--- src/rtl/tc_pl_chips_opm_rd_pkg.sv ---
// Shared types and defaults for the OPM read path: FSM state encoding, default widths
// and SCK divider, and a small sizing helper.
package tc_pl_chips_opm_rd_pkg;

  localparam int unsigned DefCmdW   = 16;
  localparam int unsigned DefRspW   = 16;
  localparam int unsigned DefClkDiv = 4;

  typedef enum logic [2:0] {
    StIdle,
    StSetup,
    StTx,
    StRx,
    StHold,
    StGap
  } state_e;

  function automatic int unsigned max_u(input int unsigned a, input int unsigned b);
    return (a > b) ? a : b;
  endfunction

endpackage

--- src/rtl/tc_pl_chips_opm_rd_if.sv ---
// PS-side register interface of the OPM read path: command write, result, sticky flags.
interface tc_pl_chips_opm_rd_if
  import tc_pl_chips_opm_rd_pkg::*;
#(
  parameter int unsigned AGP0_36 = DefCmdW,
  parameter int unsigned AGP0_37 = DefRspW
);

  logic [AGP0_36-1:0] gp0_r8;
  logic               gp0_r8w;
  logic               gp0_r9c;
  logic [AGP0_37-1:0] gp0_r9;
  logic               gp0_r9v;
  logic               gp0_r9b;
  logic               gp0_r9e;

  modport master (
    output gp0_r8, gp0_r8w, gp0_r9c,
    input  gp0_r9, gp0_r9v, gp0_r9b, gp0_r9e
  );

  modport slave (
    input  gp0_r8, gp0_r8w, gp0_r9c,
    output gp0_r9, gp0_r9v, gp0_r9b, gp0_r9e
  );

endinterface

--- src/rtl/tc_pl_chips_sync2.sv ---
// Two-flop synchroniser for asynchronous single-bit PL chip inputs; resets to 0.
module tc_pl_chips_sync2 (
  input  logic clk,
  input  logic rst,
  input  logic d,
  output logic q
);

  logic meta_q;

  always_ff @(posedge clk) begin
    if (rst) begin
      meta_q <= 1'b0;
      q      <= 1'b0;
    end else begin
      meta_q <= d;
      q      <= meta_q;
    end
  end

endmodule

--- src/rtl/tc_pl_chips_opm_rd.sv ---
// OPM read path: one SPI-style read per PS command write, result back through gp0_r9.
// Optional feature macro: OPM_RD_PARITY_EN (trailing even-parity bit on the response).
module tc_pl_chips_opm_rd
  import tc_pl_chips_opm_rd_pkg::*;
#(
  parameter int unsigned AGP0_36 = DefCmdW,
  parameter int unsigned AGP0_37 = DefRspW,
  parameter int unsigned CLK_DIV = DefClkDiv
) (
  input  logic                 clk125,
  input  logic                 rst,
  tc_pl_chips_opm_rd_if.slave  gp0,
  output logic                 OPM0_CSN,
  output logic                 OPM0_SCK,
  output logic                 OPM0_MOSI,
  input  logic                 OPM0_MISO
);

`ifdef OPM_RD_PARITY_EN
  localparam int unsigned RxBits = AGP0_37 + 1;
`else
  localparam int unsigned RxBits = AGP0_37;
`endif
  localparam int unsigned   BitW      = $clog2(max_u(AGP0_36, AGP0_37) + 1);
  localparam logic [7:0]    PhaseLoad = 8'(CLK_DIV - 1);
  localparam logic [BitW-1:0] TxLast  = BitW'(AGP0_36 - 1);
  localparam logic [BitW-1:0] RxLast  = BitW'(RxBits - 1);

  state_e               state_q, state_d;
  logic [7:0]           phase_q, phase_d;
  logic [BitW-1:0]      bit_q, bit_d;
  logic [AGP0_36-1:0]   tx_sr_q, tx_sr_d;
  logic [RxBits-1:0]    rx_sr_q, rx_sr_d;
  logic                 csn_q, csn_d, sck_q, sck_d, mosi_q, mosi_d;
  logic                 busy_q;
  logic [AGP0_37-1:0]   r9_q;
  logic                 r9v_q;
  logic                 done;
  logic                 miso_s;
  logic                 phase_end;

  tc_pl_chips_sync2 u_sync_miso (
    .clk (clk125),
    .rst (rst),
    .d   (OPM0_MISO),
    .q   (miso_s)
  );

  assign phase_end = (phase_q == 8'd0);

  always_comb begin
    state_d = state_q;
    phase_d = phase_q;
    bit_d   = bit_q;
    tx_sr_d = tx_sr_q;
    rx_sr_d = rx_sr_q;
    csn_d   = csn_q;
    sck_d   = sck_q;
    mosi_d  = mosi_q;
    done    = 1'b0;
    unique case (state_q)
      StIdle: begin
        if (gp0.gp0_r8w) begin
          state_d = StSetup;
          phase_d = PhaseLoad;
          tx_sr_d = gp0.gp0_r8;
          csn_d   = 1'b0;
          mosi_d  = gp0.gp0_r8[AGP0_36-1];
        end
      end
      StSetup: begin
        if (phase_end) begin
          state_d = StTx;
          phase_d = PhaseLoad;
          bit_d   = '0;
        end else begin
          phase_d = phase_q - 8'd1;
        end
      end
      StTx, StRx: begin
        if (!phase_end) begin
          phase_d = phase_q - 8'd1;
        end else if (!sck_q) begin
          sck_d   = 1'b1;
          phase_d = PhaseLoad;
        end else begin
          // Last cycle of the high phase: sample MISO, then open the next low phase.
          sck_d   = 1'b0;
          phase_d = PhaseLoad;
          if (state_q == StTx) begin
            if (bit_q == TxLast) begin
              state_d = StRx;
              bit_d   = '0;
              mosi_d  = 1'b0;
            end else begin
              bit_d   = bit_q + BitW'(1);
              tx_sr_d = tx_sr_q << 1;
              mosi_d  = tx_sr_q[AGP0_36-2];
            end
          end else begin
            rx_sr_d = {rx_sr_q[RxBits-2:0], miso_s};
            if (bit_q == RxLast) begin
              state_d = StHold;
            end else begin
              bit_d = bit_q + BitW'(1);
            end
          end
        end
      end
      StHold: begin
        if (phase_end) begin
          state_d = StGap;
          phase_d = PhaseLoad;
          csn_d   = 1'b1;
          done    = 1'b1;
        end else begin
          phase_d = phase_q - 8'd1;
        end
      end
      StGap: begin
        if (phase_end) begin
          state_d = StIdle;
        end else begin
          phase_d = phase_q - 8'd1;
        end
      end
      default: state_d = StIdle;
    endcase
  end

  always_ff @(posedge clk125) begin
    if (rst) begin
      state_q <= StIdle;
      phase_q <= '0;
      bit_q   <= '0;
      tx_sr_q <= '0;
      rx_sr_q <= '0;
      csn_q   <= 1'b1;
      sck_q   <= 1'b0;
      mosi_q  <= 1'b0;
      busy_q  <= 1'b0;
    end else begin
      state_q <= state_d;
      phase_q <= phase_d;
      bit_q   <= bit_d;
      tx_sr_q <= tx_sr_d;
      rx_sr_q <= rx_sr_d;
      csn_q   <= csn_d;
      sck_q   <= sck_d;
      mosi_q  <= mosi_d;
      busy_q  <= (state_d != StIdle);
    end
  end

  // Result registers; a completion in the same cycle as a clear keeps the flag set.
`ifdef OPM_RD_PARITY_EN
  logic r9e_q;

  always_ff @(posedge clk125) begin
    if (rst) begin
      r9_q  <= '0;
      r9v_q <= 1'b0;
      r9e_q <= 1'b0;
    end else begin
      if (done) r9_q <= rx_sr_q[RxBits-1:1];
      r9v_q <= done | (r9v_q & ~gp0.gp0_r9c);
      r9e_q <= (done & (^rx_sr_q)) | (r9e_q & ~gp0.gp0_r9c);
    end
  end

  assign gp0.gp0_r9e = r9e_q;
`else
  always_ff @(posedge clk125) begin
    if (rst) begin
      r9_q  <= '0;
      r9v_q <= 1'b0;
    end else begin
      if (done) r9_q <= rx_sr_q;
      r9v_q <= done | (r9v_q & ~gp0.gp0_r9c);
    end
  end

  assign gp0.gp0_r9e = 1'b0;
`endif

  assign gp0.gp0_r9  = r9_q;
  assign gp0.gp0_r9v = r9v_q;
  assign gp0.gp0_r9b = busy_q;
  assign OPM0_CSN    = csn_q;
  assign OPM0_SCK    = sck_q;
  assign OPM0_MOSI   = mosi_q;

endmodule
--- src/flat_wrapper.sv ---
// flat-port wrapper written by rule: the top's interface ports become plain ports
module tc_pl_chips_opm_rd_flat import tc_pl_chips_opm_rd_pkg::*;
#(
  parameter int unsigned AGP0_36 = DefCmdW,
  parameter int unsigned AGP0_37 = DefRspW,
  parameter int unsigned CLK_DIV = DefClkDiv
)
  (clk125, rst, OPM0_CSN, OPM0_SCK, OPM0_MOSI, OPM0_MISO, gp0_gp0_r8, gp0_gp0_r8w, gp0_gp0_r9c, gp0_gp0_r9, gp0_gp0_r9v, gp0_gp0_r9b, gp0_gp0_r9e);
  tc_pl_chips_opm_rd_if #(.AGP0_36(AGP0_36), .AGP0_37(AGP0_37)) gp0_i ();
  input  logic clk125;
  input  logic rst;
  output logic OPM0_CSN;
  output logic OPM0_SCK;
  output logic OPM0_MOSI;
  input  logic OPM0_MISO;
  input wire logic [$bits(gp0_i.gp0_r8)-1:0] gp0_gp0_r8;
  input wire logic [$bits(gp0_i.gp0_r8w)-1:0] gp0_gp0_r8w;
  input wire logic [$bits(gp0_i.gp0_r9c)-1:0] gp0_gp0_r9c;
  output wire logic [$bits(gp0_i.gp0_r9)-1:0] gp0_gp0_r9;
  output wire logic [$bits(gp0_i.gp0_r9v)-1:0] gp0_gp0_r9v;
  output wire logic [$bits(gp0_i.gp0_r9b)-1:0] gp0_gp0_r9b;
  output wire logic [$bits(gp0_i.gp0_r9e)-1:0] gp0_gp0_r9e;
  assign gp0_i.gp0_r8 = gp0_gp0_r8;
  assign gp0_i.gp0_r8w = gp0_gp0_r8w;
  assign gp0_i.gp0_r9c = gp0_gp0_r9c;
  assign gp0_gp0_r9 = gp0_i.gp0_r9;
  assign gp0_gp0_r9v = gp0_i.gp0_r9v;
  assign gp0_gp0_r9b = gp0_i.gp0_r9b;
  assign gp0_gp0_r9e = gp0_i.gp0_r9e;
  tc_pl_chips_opm_rd #(.AGP0_36(AGP0_36), .AGP0_37(AGP0_37), .CLK_DIV(CLK_DIV)) u_core (.clk125(clk125), .rst(rst), .gp0(gp0_i), .OPM0_CSN(OPM0_CSN), .OPM0_SCK(OPM0_SCK), .OPM0_MOSI(OPM0_MOSI), .OPM0_MISO(OPM0_MISO));
endmodule
--- config.mk ---
export PLATFORM = sky130hd
export DESIGN_NAME = tc_pl_chips_opm_rd_flat
export DESIGN_NICKNAME = d
export VERILOG_FILES = /design/src/rtl/tc_pl_chips_opm_rd_pkg.sv /design/src/rtl/tc_pl_chips_opm_rd_if.sv /design/src/rtl/tc_pl_chips_sync2.sv /design/src/rtl/tc_pl_chips_opm_rd.sv /design/src/flat_wrapper.sv
export SDC_FILE = /design/constraint.sdc
export NUM_CORES = 1
export LEC_CHECK = 0
export ABC_CLOCK_PERIOD_IN_PS = 2100
export BUFFER_PORTS_ARGS = -buffer_cell sky130_fd_sc_hd__buf_2
export CORE_ASPECT_RATIO = 1.4
export CORE_MARGIN = 3
export CORE_UTILIZATION = 50
export CTS_BUF_LIST = sky130_fd_sc_hd__clkbuf_8
export DETAILED_ROUTE_END_ITERATION = 8
export GPL_TIMING_DRIVEN = 0
export HOLD_SLACK_MARGIN = 0.15
export PLACE_DENSITY = 0.71
export SYNTH_ARGS = -nofsm -noshare
export SYNTH_HDL_FRONTEND = slang
export SYNTH_HIERARCHICAL = 1
export SYNTH_SLANG_ARGS = --single-unit
--- constraint.sdc ---
create_clock -name clk125 -period 2.1 [get_ports clk125]
set_input_delay 0.315 -clock clk125 [delete_from_list [all_inputs] [get_ports clk125]]
set_output_delay 0.315 -clock clk125 [all_outputs]
set_load 0.01 [all_outputs]
### Yosys cells after proc, flatten, opt, wreduce, memory -nomap -nowiden

Index checks and enable logic that the tools add are counted.

* register bits: 70
* input bits: 21
* output and inout port bits: 22
* logic and storage cells: 89

* $add $sub $neg: 2
* equal/unequal tests: 15
* mux-type cells: 39
* bitwise operators: 4
* reductions and logical operators: 16

Operators with widths (count)
* $mux W15: 5
* $mux W5: 6
* $pmux W15 S2: 1
* $mux W3: 9
* $mux W8: 3
* $pmux W8 S3: 1
* $pmux W3 S5: 1
* $mux W1: 10
* $ne A2 B1 Y1 const B: 5
* $pmux W5 S2: 1
* $reduce_and A5 Y1: 2
* $logic_not A8 Y1: 1
* $sub A8 B1 Y8 const B: 1
* $eq A3 B2 Y1 const B: 2
* $eq A3 B3 Y1 const B: 2
* $ne A2 B2 Y1 const B: 3
* $reduce_and A3 Y1: 2
* $reduce_and A6 Y1: 1
* $reduce_bool A2 Y1: 3
* $reduce_bool A3 Y1: 2
* $add A5 B1 Y5 const B: 1
* $eq A5 B4 Y1 const B: 1
* $pmux W1 S2: 2
* $reduce_and A4 Y1: 1
* 9 further kinds: 10

### Depth between registers and ports, before layout

Gate-level depths: netlist of run 1.

* depth in word-level cells: 7
* gate-level depth with buffers: 9

### By module

The synthesis of run 1 kept the hierarchy.

Modules (own cells, without submodules)
* tc_pl_chips_opm_rd: instances 1, cells an instance 333, area each 2936.6 µm², seq. area each 1361.3 µm²
* tc_pl_chips_sync2: instances 1, cells an instance 4, area each 52.6 µm², seq. area each 40.0 µm²

### Least setup slack after synthesis of run 1

OpenSTA, ideal clock, no wires.

* path type: register -> register
* start point: register u_core.phase_q[0]
* end point: register u_core.bit_q[3]
* library setup time: 0.071 ns
* arrival: 1.907 ns
* data required time: 2.029 ns
* slack: 0.123 ns
* cell stages (with the launch flop): 8
* buffers on the path: 0
* clock period less this slack: 1.977 ns
* path through: dfxtp_1 inv_1 ha_1 nor3b_2 nand2_2 a211o_1 or4_1 a21oi_1

* longest elaborated chain between the ends: 3

Ends and longest elaborated chain
* start: declaration: RTL line tc_pl_chips_opm_rd.sv:30 `logic [7:0] phase_q, phase_d;`
* start signal: assignment: RTL line tc_pl_chips_opm_rd.sv:144 `phase_q <= phase_d;`
* $logic_not A8 Y1 (*): RTL line tc_pl_chips_opm_rd.sv:49 `assign phase_end = (phase_q == 8'd0);`
* $ne A2 B1 Y1 (no source line)
* $reduce_and A5 Y1 (no source line) (*)
* end signal: assignment: RTL line tc_pl_chips_opm_rd.sv:145 `bit_q <= bit_d;`
* end: declaration: RTL line tc_pl_chips_opm_rd.sv:31 `logic [BitW-1:0] bit_q, bit_d;`

Every way passes the cells marked *; elsewhere a longest branch is shown, timed or not.
A chain may end at the register's enable or synchronous reset.

### Worst setup path in the final report of run 1

Same ends and word-level chain as after synthesis.

==> metrics.yaml, run 1 <==
overflow: 0
finalWorstSetupSlack_ps: 41.8
io_buffers: 41
slowest_stage: "or4_1"
coreArea_um2: 5650
synthSimpleGateAreaFrac: 0.233
drt_wl_total_um: 6650
synth_edf_count: 0
cp_data_required_time_ps: 2380
rsz0062_at_grt: "true"
dpl.cell_count: 446
fmax_mhz: 486
ys_types: 51
grt_max_degree: 13
io_pins: 43
synth_compound_area_frac: 0.130
cts_max_level: 3
setup_viol: 0
cpPeakStageDelay_ps: 510
syn_to_final_growth_pct: 22.4
crit_type: "flip-flop to flip-flop"
place.gp.congestion: 0.772
cts_buffers: 9
num_rows: 32
synthMuxAreaShare: 0.111
synth_cells: 337
dp_hpwl_um: 4590
clk_pin_slew_ps: 70
status: "finished, final reports clean"
dieArea_um2: 6960
grt_pass1_wl_um: 11300
endpoint_kind: "flip-flop"
crit_arrival_ps: 2340
drc: 0
start_util: 0.529
ys_seq_elements: 70
min_period_ps: 2060
drive_gt1_frac: 0.230
clockBufferDepth: 2
hold_viol: 0
clock_latency_ps: 350
final_cells: 472
worstPathCellList: "inv_1 > ha_2 > nor3b_4 > nand2_4 > a211o_4 > or4_1 > a21oi_1"
die_y_um: 97.5
die_width_um: 71.3
ant_nets: 0
synth_common_cells: "dfxtp_1, nor2_1, nand2_1"
cp_max_fo: 9
slew_viol_final: 0
power_density_nw_per_um2: 884
postSynth.asyncResetShare: 0
syn_area_per_cell_um2: 8.87
worst_pin_slew_ps: 683
final_nets: 422
syn_area_um2: 2990
grt_pass1_vias: 2514
min_period_over_period: 0.980
p_leak_nw: 1.73
syn-num-nets: 360
worstHoldPathType: "primary input to flip-flop"
synth_top_family_by_area: "simple AND/OR/NAND/NOR gates"
synth_fa_ha_area_frac: 0.00837
preCtsSetupSlack_ps: -217
start_kind: "flip-flop"
root_buffer: "clkbuf_8"
clock_sink_count: 70
synth.yosys.warnings: 6
antenna_found_initial: 0
routedWlPerCell_um: 14.1
ys.flop_type: "dfxtp_1"
synth_xor_area_frac: 0.00586
ys_top_cells_by_area: "dfxtp_1, mux2i_1, nor2_1"
track_usage: 0.201
first_pass_iters: 4
seq_area_frac_synth: 0.469
cts_tree: "done"
max-vdd-ir-drop_mv: 0.720
slew-limit-headroom: 0.541
vias_per_cell: 5.52
routed-via-count: 2606
synth_top_area_cell: "dfxtp_1"
drtIter0Drc: 136
diodes: 0
drv_cap: 0
yosysMostFrequentCell: "dfxtp_1"
skew_ps: 7.75
synth_top_area_share: 0.469
[flip-flops by register name, indices dropped and copies added (netlist names)]
| name | flops |
|---|---|
| u_core/OPM0_CSN | 1 |
| u_core/OPM0_MOSI | 1 |
| u_core/OPM0_SCK | 1 |
| u_core/bit_q | 5 |
| u_core/gp0.gp0_r9 | 16 |
| u_core/gp0.gp0_r9b | 1 |
| u_core/gp0.gp0_r9v | 1 |
| u_core/phase_q | 8 |
| u_core/rx_sr_q | 16 |
| u_core/state_q | 3 |
| u_core/tx_sr_q | 15 |
| u_core/u_sync_miso/meta_q | 1 |
| u_core/u_sync_miso/q | 1 |
[logic make-up after synthesis]
logic type	Yosys count
flops	70
compound gates	55
fa+ha+maj	2
xor+xnor	2
mux	33
buf+inv	28
other cells	1
simple gates	146
[metrics by stage]
stage	utilization	hold WS [ps]	setup TNS [ps]	instance area [µm²]	power, W
2_1_floorplan	-	387	0	2990	0.00184
3_3_place_gp	0.581	419	-3570	3280	0.00196
3_5_place_dp	0.581	426	-5130	3280	0.00197
4_1_cts	0.633	153	0	3580	0.00323
5_1_grt	0.648	175	-905	3660	0.00340
6_report	0.648	174	0	3660	0.00323
[path summary, 6_finish.rpt]
check,start,endpoint,slack (ps),cells after the start
max reg2reg,u_core/phase_q[0],u_core/bit_q[3],40,7
min reg2reg,u_core/u_sync_miso/meta_q,u_core/u_sync_miso/q,440,1
max,u_core/phase_q[0],u_core/bit_q[3],40,7
min,OPM0_MISO,u_core/u_sync_miso/meta_q,170,2
[per-layer routing]
layer	share of wire	track usage	vias to the layer above
met5	0	0	-
met4	0.013	0.111	0
met3	0.046	0.0414	8
met2	0.50	0.326	62
met1	0.44	0.243	1229
li1	-	-	1307
[power by group]
part           internal (W)  switching [W]
combinational      0.000244       0.000337
clock              0.000698       0.000498
sequential          0.00140      0.0000533
total               0.00235       0.000888
[cell type report]
cell class / count / area (µm²)
Sequential cell: 70 / 1400
Fill cell: 499 / 1990
Clock buffer: 10 / 138
Multi-Input combinational cell: 239 / 1520
Clock inverter: 6 / 85.1
Buffer: 22 / 126
Tap cell: 68 / 85.1
Inverter: 6 / 22.5
Timing Repair Buffer: 51 / 283
[what timing repair did]
item	CTS	global route
buffers inserted	2	7
pin swaps	1	2
endpoints found under the hold margin	2	0
hold buffers	1	0
setup endpoints to repair	45	58
gates resized for setup	12	12
[worst max-delay path: cells and delay by family (launching register included)]
family	cells	cell delay, ps
and+or+nand+nor	3	890
adders and majority gates	1	200
DFF	1	350
AOI/OAI and AO/OA	2	480
buffers and inverters	1	80
[cell usage in the layout, fill, tap and decap left out, types with 2 or more instances in the layout]
master,instances
or3_1,2
dfxtp_1,70
o21ai_0,6
xnor2_1,2
nand3_1,9
clkbuf_8,10
or4_1,2
clkbuf_2,4
nor2b_1,3
bufinv_16,2
nand4b_1,2
a311oi_1,15
and2_1,2
inv_1,7
a31oi_1,2
buf_4,12
o31ai_1,2
nand2b_1,4
buf_6,2
nor2_1,62
o211ai_1,2
nor3_1,3
a211oi_1,2
clkbuf_1,10
mux2i_1,32
a21oi_1,15
nand2_1,41
buf_2,42
Power figures use the tool's default switching activity.
==> run 2, diff against run 1 <==
--- a/config.mk
+++ b/config.mk
@@ -5,7 +5,7 @@
 export SDC_FILE = /design/constraint.sdc
 export NUM_CORES = 1
 export LEC_CHECK = 0
-export ABC_CLOCK_PERIOD_IN_PS = 2100
+export ABC_CLOCK_PERIOD_IN_PS = 1800
 export BUFFER_PORTS_ARGS = -buffer_cell sky130_fd_sc_hd__buf_2
 export CORE_ASPECT_RATIO = 1.4
 export CORE_MARGIN = 3
@@ -14,7 +14,7 @@
 export DETAILED_ROUTE_END_ITERATION = 8
 export GPL_TIMING_DRIVEN = 0
 export HOLD_SLACK_MARGIN = 0.15
-export PLACE_DENSITY = 0.71
+export PLACE_DENSITY = 0.74
 export SYNTH_ARGS = -nofsm -noshare
 export SYNTH_HDL_FRONTEND = slang
 export SYNTH_HIERARCHICAL = 1
==> constraint.sdc (replaced) <==
create_clock -name clk125 -period 1.8 [get_ports clk125]
set_input_delay 0.27 -clock clk125 [delete_from_list [all_inputs] [get_ports clk125]]
set_output_delay 0.27 -clock clk125 [all_outputs]
set_load 0.01 [all_outputs]
==> metrics.yaml, run 2 (synthesis results as in run 1) <==
status: "finished with violations"
violations: "setup timing"
clk_pin_slew_ps: 80  # about the same
drv_cap: 0  # unchanged
cts_max_level: 3  # unchanged
slew_viol_final: 0  # unchanged
total_power_w: 0.00388  # +20%
cts_tree: "done"
syn_to_final_growth_pct: 39.2
endpoint_kind: "flip-flop"
final_nets: 452  # +7.1%
cp_max_fo: 6  # -3
io_pins: 43  # unchanged
hold_viol: 0  # unchanged
cts_buffers: 9  # unchanged
final_cell_mix: "dfxtp_1, nor2_1, buf_2, nand2_1, mux2i_1"
fillers: 396  # -21%
worstPathCellList: "buf_6 > nor4_4 > nand2_4 > a211o_4 > buf_6 > or3_4 > a21oi_2"
crit_type: "flip-flop to flip-flop"
drtIter0Drc: 195  # +43%
regArea_um2: 1410  # +0.80%
setup_viol: 51  # +51
die_width_um: 71.3  # unchanged
slew-limit-headroom: 0.467  # -0.0740
stdcell_area_um2: 4160  # +14%
cpMostUsedCell: "buf_6"
grt_pass1_vias: 2795  # +11%
grt_pass1_wl_um: 12300  # +9.6%
track_usage: 0.216  # +0.0154
max-vdd-ir-drop_mv: 0.772  # +7.3%
grt_max_degree: 13  # unchanged
placed_cell_area_um2: 3330  # +1.7%
multiInputGateArea_um2: 1690  # +11%
final_common_cell: "dfxtp_1"
io_buffers: 41  # unchanged
timing.critical_path.buf_inv: 2  # +1
routedWlPerCell_um: 15.7  # +11%
root_buffer: "clkbuf_8"
fmax_mhz: 495  # +1.9%
drt_wl_total_um: 7870  # +18%
rsz0062_at_grt: "true"
vias_per_cell: 5.68  # +2.9%
min_period_ps: 2020  # -37.6 ps
power_density_nw_per_um2: 933  # +5.5%
clock_sink_count: 70  # unchanged
cp_data_required_time_ps: 2070  # -310 ps
start_kind: "flip-flop"
overflow: 0  # unchanged
finalWorstSetupSlack_ps: -221  # -262 ps
place.gp.congestion: 0.792  # +2.5%
drive_gt1_frac: 0.366  # +0.136
worstHoldPathType: "primary input to flip-flop"
antenna_found_initial: 0  # unchanged
critical-path-top-delay-family: "simple AND/OR/NAND/NOR gates"
slowest_stage: "nor4_4"
worst_pin_slew_ps: 793  # +110 ps
cpPeakStageDelay_ps: 380  # -130 ps
num_rows: 32  # unchanged
first_pass_iters: 5  # +1
routed-via-count: 2852  # +9.4%
drc: 0  # unchanged
coreArea_um2: 5650  # unchanged
start_util: 0.529  # unchanged
ant_nets: 0  # unchanged
dieArea_um2: 6960  # unchanged
dp_hpwl_um: 4510  # -1.7%
p_leak_nw: 1.94  # +12%
skew_ps: 7.35  # -0.400 ps
die_y_um: 97.5  # unchanged
clockBufferDepth: 2  # unchanged
clock_latency_ps: 340  # about the same
min_period_over_period: 1.12  # +0.142
crit_arrival_ps: 2290  # -50 ps
diodes: 0  # unchanged
[run 2: area by class of cell]
| type | instances | share of cell area |
|---|---|---|
| multi-input combinational | 240 | 0.406 |
| buffer | 21 | 0.0370 |
| inverter | 6 | 0.00541 |
| tap | 68 | 0.0204 |
| timing repair buffer | 81 | 0.147 |
| clock buffer | 11 | 0.0364 |
| sequential | 70 | 0.339 |
| clock inverter | 5 | 0.00812 |
[run 2: worst paths after layout]
check / from / end / slack (ps) / cells past startpoint
setup / recovery: u_core/phase_q[4] / u_core/bit_q[0] / -220 / 7
hold / removal: gp0_gp0_r8[0] / u_core/tx_sr_q[0] / 180 / 3
setup reg to reg: u_core/phase_q[4] / u_core/bit_q[0] / -220 / 7
hold reg to reg: u_core/u_sync_miso/meta_q / u_core/u_sync_miso/q / 450 / 1
[run 2: where the power goes]
part           switching [W]  total (W)  internal (W)
logic               0.000523    0.00101      0.000485
clock network       0.000598    0.00117      0.000572
registers          0.0000662    0.00170       0.00164
[run 2: worst register-to-register path: stages (launching register included)]
cell,delay [ps]
dfxtp_4,350
buf_6,120
nor4_4,380
nand2_4,140
a211o_4,350
buf_6,120
or3_4,360
a21oi_2,140
[run 2: repair_timing]
action | in CTS | in global routing
gates resized for setup | 39 | 43
hold buffers | 2 | 0
pin swaps | 23 | 17
gates cloned | 3 | 1
setup buffers | 24 | 11
endpoints found under the hold margin | 2 | 0
endpoints found under the setup margin | 49 | 62
[run 2: routing by layer]
metal,wire length [µm],part of all wire,track usage
met3,439,0.056,0.0631
met5,0,0,0
met2,3880,0.49,0.361
met1,3280,0.42,0.248
met4,274,0.035,0.101
[run 2: metrics by stage]
step           utilization  TNS [ps]  hold WS (ps)  cells  setup slack [ps]
2_1_floorplan            -     -53.0           342    337             -9.70
3_3_place_gp         0.591     -7480           421    446              -284
3_5_place_dp         0.591     -8750           435    446              -344
4_1_cts              0.691     -1330           176    491              -104
5_1_grt              0.737    -10090           190    502              -297
6_report             0.737     -4500           182    502              -221
==> run 3, diff against run 2 <==
--- a/config.mk
+++ b/config.mk
@@ -5,16 +5,16 @@
 export SDC_FILE = /design/constraint.sdc
 export NUM_CORES = 1
 export LEC_CHECK = 0
+export ABC_AREA = 1
 export ABC_CLOCK_PERIOD_IN_PS = 1800
 export BUFFER_PORTS_ARGS = -buffer_cell sky130_fd_sc_hd__buf_2
 export CORE_ASPECT_RATIO = 1.4
 export CORE_MARGIN = 3
-export CORE_UTILIZATION = 50
-export CTS_BUF_LIST = sky130_fd_sc_hd__clkbuf_8
+export CORE_UTILIZATION = 25
+export CTS_BUF_LIST = sky130_fd_sc_hd__clkbuf_4 sky130_fd_sc_hd__clkbuf_8 sky130_fd_sc_hd__clkbuf_16
 export DETAILED_ROUTE_END_ITERATION = 8
 export GPL_TIMING_DRIVEN = 0
 export HOLD_SLACK_MARGIN = 0.15
-export PLACE_DENSITY = 0.74
 export SYNTH_ARGS = -nofsm -noshare
 export SYNTH_HDL_FRONTEND = slang
 export SYNTH_HIERARCHICAL = 1
==> metrics.yaml, run 3 <==
die_y_um: 138  # +41%
ys_top_cells_by_area: "dfxtp_1, nor2_1, nand2_1"
num_rows: 47  # +47%
timing.critical_path.buf_inv: 3  # +1
drtIter0Drc: 192  # -1.5%
dpl.cell_count: 644  # +44%
clock_sink_count: 70  # unchanged
status: "finished, final reports clean"
synth_edf_count: 0  # unchanged
synth_xor_area_frac: 0.00283  # -0.00303
met2_usage: 0.217  # -0.144
synth_common_cells: "nor2_1, nand2_1, dfxtp_1"
clk_pin_slew_ps: 60  # -20 ps
routedWlPerCell_um: 12.0  # -23%
synth_cells: 456  # +35%
dp_hpwl_um: 5700  # +26%
io_pins: 43  # unchanged
ys_seq_elements: 70  # unchanged
root_buffer: "clkbuf_16"
synth_top_area_cell: "dfxtp_1"
crit_type: "flip-flop to flip-flop"
diodes: 0  # unchanged
min_period_over_period: 0.930  # -0.192
p_leak_nw: 1.89  # -2.2%
final_common_cell: "nor2_1"
grt_pass1_wl_um: 13100  # +5.8%
seq_area_frac_synth: 0.452  # -0.0165
whs_path_depth: 2  # -1
io_buffers: 41  # unchanged
cp_data_required_time_ps: 2030  # -40 ps
overflow: 0  # unchanged
endpoint_kind: "flip-flop"
slew-limit-headroom: 0.650  # +0.184
cts_tree: "done"
cpMostUsedCell: "nor2_1"
final_cell_mix: "nor2_1, nand2_1, dfxtp_1"
placed_cell_area_um2: 3490  # +4.6%
syn-num-nets: 479  # +33%
postSynth.asyncResetShare: 0  # unchanged
min_period_ps: 1670  # -346 ps
synth_top_family_by_area: "simple AND/OR/NAND/NOR gates"
die_width_um: 100  # +40%
drt_wl_total_um: 8040  # +2.1%
use_met1: 0.132  # -0.116
drive_gt1_frac: 0.194  # -0.172
first_pass_iters: 5  # unchanged
grt_max_degree: 16  # +3
drv_cap: 0  # unchanged
start_util: 0.258  # -0.271
crit-reg2reg-launch: "u_core/phase_q[1]"
synthMuxAreaShare: 0  # -0.111
coreArea_um2: 12000  # +110%
final_cells: 667  # +33%
ys_types: 27  # -47%
worst_pin_slew_ps: 525  # -268 ps
synthSimpleGateAreaFrac: 0.332  # +0.0988
crit_arrival_ps: 1900  # -390 ps
yosysMostFrequentCell: "nor2_1"
clockBufferDepth: 2  # unchanged
ys.flop_type: "dfxtp_1"
cpPeakStageDelay_ps: 340  # -40 ps
total_power_w: 0.00461  # +19%
synth_top_area_share: 0.452  # -0.0165
syn_area_per_cell_um2: 6.79  # -23%
place.gp.congestion: 0.841  # +6.2%
gr-max-usage-layer: "met2"
hold_viol: 0  # unchanged
synth_fa_ha_area_frac: 0.00808  # -0.000294
worstHoldPathType: "primary input to flip-flop"
power_density_nw_per_um2: 1170  # +26%
slowest_stage: "dfxtp_1"
fmax_mhz: 597  # +21%
syn_area_um2: 3100  # +3.6%
cts_buffers: 9  # unchanged
syn_to_final_growth_pct: 26.6
track_usage: 0.119  # -0.0968
skew_ps: 7.90  # +0.544 ps
reg2reg_slack_ps: 130  # +350 ps
worstPathCellList: "inv_1 > ha_4 > nand2_2 > nor2_4 > buf_4 > a21oi_1 > buf_2 > nand2_1 > nor2_1 > nor2_1"
synth_compound_area_frac: 0.140  # +0.00998
r2r_end: "u_core/phase_q[1]"
r2r_cells: 10  # +3
cp_max_fo: 10  # +4
slew_viol_final: 0  # unchanged
clock_latency_ps: 340  # about the same
hold_end: "u_core/u_sync_miso/meta_q"
setup_viol: 0  # -100%
grt_pass1_vias: 2811  # +0.57%
max-vdd-ir-drop_mv: 0.552  # -29%
dieArea_um2: 13800  # +98%
vias_per_cell: 4.61  # -19%
ant_nets: 0  # unchanged
antenna_found_initial: 0  # unchanged
final_nets: 538  # +19%
hp-start: "rst"
critical-path-top-delay-family: "buffers and inverters"
stdcell_area_um2: 3920  # -5.7%
routed-via-count: 3077  # +7.9%
grt.met3_usage: 0.0268  # -0.0363
utilization: 0.327  # -0.410
synth.yosys.warnings: 6  # unchanged
drc: 0  # unchanged
cts_max_level: 3  # unchanged
start_kind: "flip-flop"
[run 3: cell count changes after synthesis, sizes merged, moves of 4 or more]
cell and delta:
nand2 +64, nand2b -4, nor2 +48, a311oi -15, nand3 +14, clkbuf -5
a21oi +10, inv +23, mux2i -32, o21ai +49
[run 3: stage by stage]
| stage | hold WS (ps) | setup TNS [ps] | worst slack, ps |
|---|---|---|---|
| floorplan | 341 | 0 | 177 |
| global placement | 406 | -2780 | -168 |
| detailed placement | 399 | -4130 | -207 |
| CTS | 154 | 0 | 11.4 |
| global route | 175 | -4.02 | -4.02 |
| finish | 166 | 0 | 125 |
[run 3: how the worst max path moves through the flow]
stage / endpoint / from / slack [ps] / cells past startpoint
finish: u_core/phase_q[1] / u_core/phase_q[1] / 130 / 10
CTS: u_core/gp0.gp0_r9[14] / u_core/phase_q[0] / 10 / 10
global route: u_core/gp0.gp0_r9[8] / u_core/phase_q[1] / -4 / 10
floorplan: u_core/tx_sr_q[10] / u_core/phase_q[0] / 180 / 10
detailed placement: u_core/gp0.gp0_r9[14] / u_core/phase_q[0] / -210 / 10
global placement: u_core/gp0.gp0_r9[14] / u_core/phase_q[0] / -170 / 10
[run 3: kinds of logic after synthesis]
kind of cell | after synthesis
compound gates | 84
xor+xnor | 1
fa+ha+maj | 2
buf+inv | 48
flops | 70
other cells | 1
simple gates | 250
[run 3: layer usage]
layer  vias to the layer above  routed length, µm
li1                       1590                  -
met1                      1405               3450
met2                        67               4180
met3                        15                240
met4                         0                170
met5                         -                  0
[run 3: where the power goes]
| part | internal (W) | total, W | switching [W] |
|---|---|---|---|
| Sequential | 0.00169 | 0.00180 | 0.000109 |
| Clock | 0.00107 | 0.00176 | 0.000688 |
| Combinational | 0.000376 | 0.00104 | 0.000666 |
| Total | 0.00314 | 0.00461 | 0.00146 |
[run 3: what timing repair did]
action,in CTS,in global routing
hold buffers,1,0
pin swaps,3,6
gates resized for setup,5,19
endpoints found under the hold margin,1,0
endpoints found under the setup margin,38,57
buffers inserted,3,4
[run 3: cell type report]
type / count / area (µm²)
inverters: 29 / 111
plain buffers: 18 / 92.6
multi-input cells: 338 / 1560
flip-flops and latches: 70 / 1410
fillers: 1327 / 8070
clock buffers: 9 / 225
clock inverters: 7 / 75.1
repair buffers: 49 / 268
well taps: 147 / 184
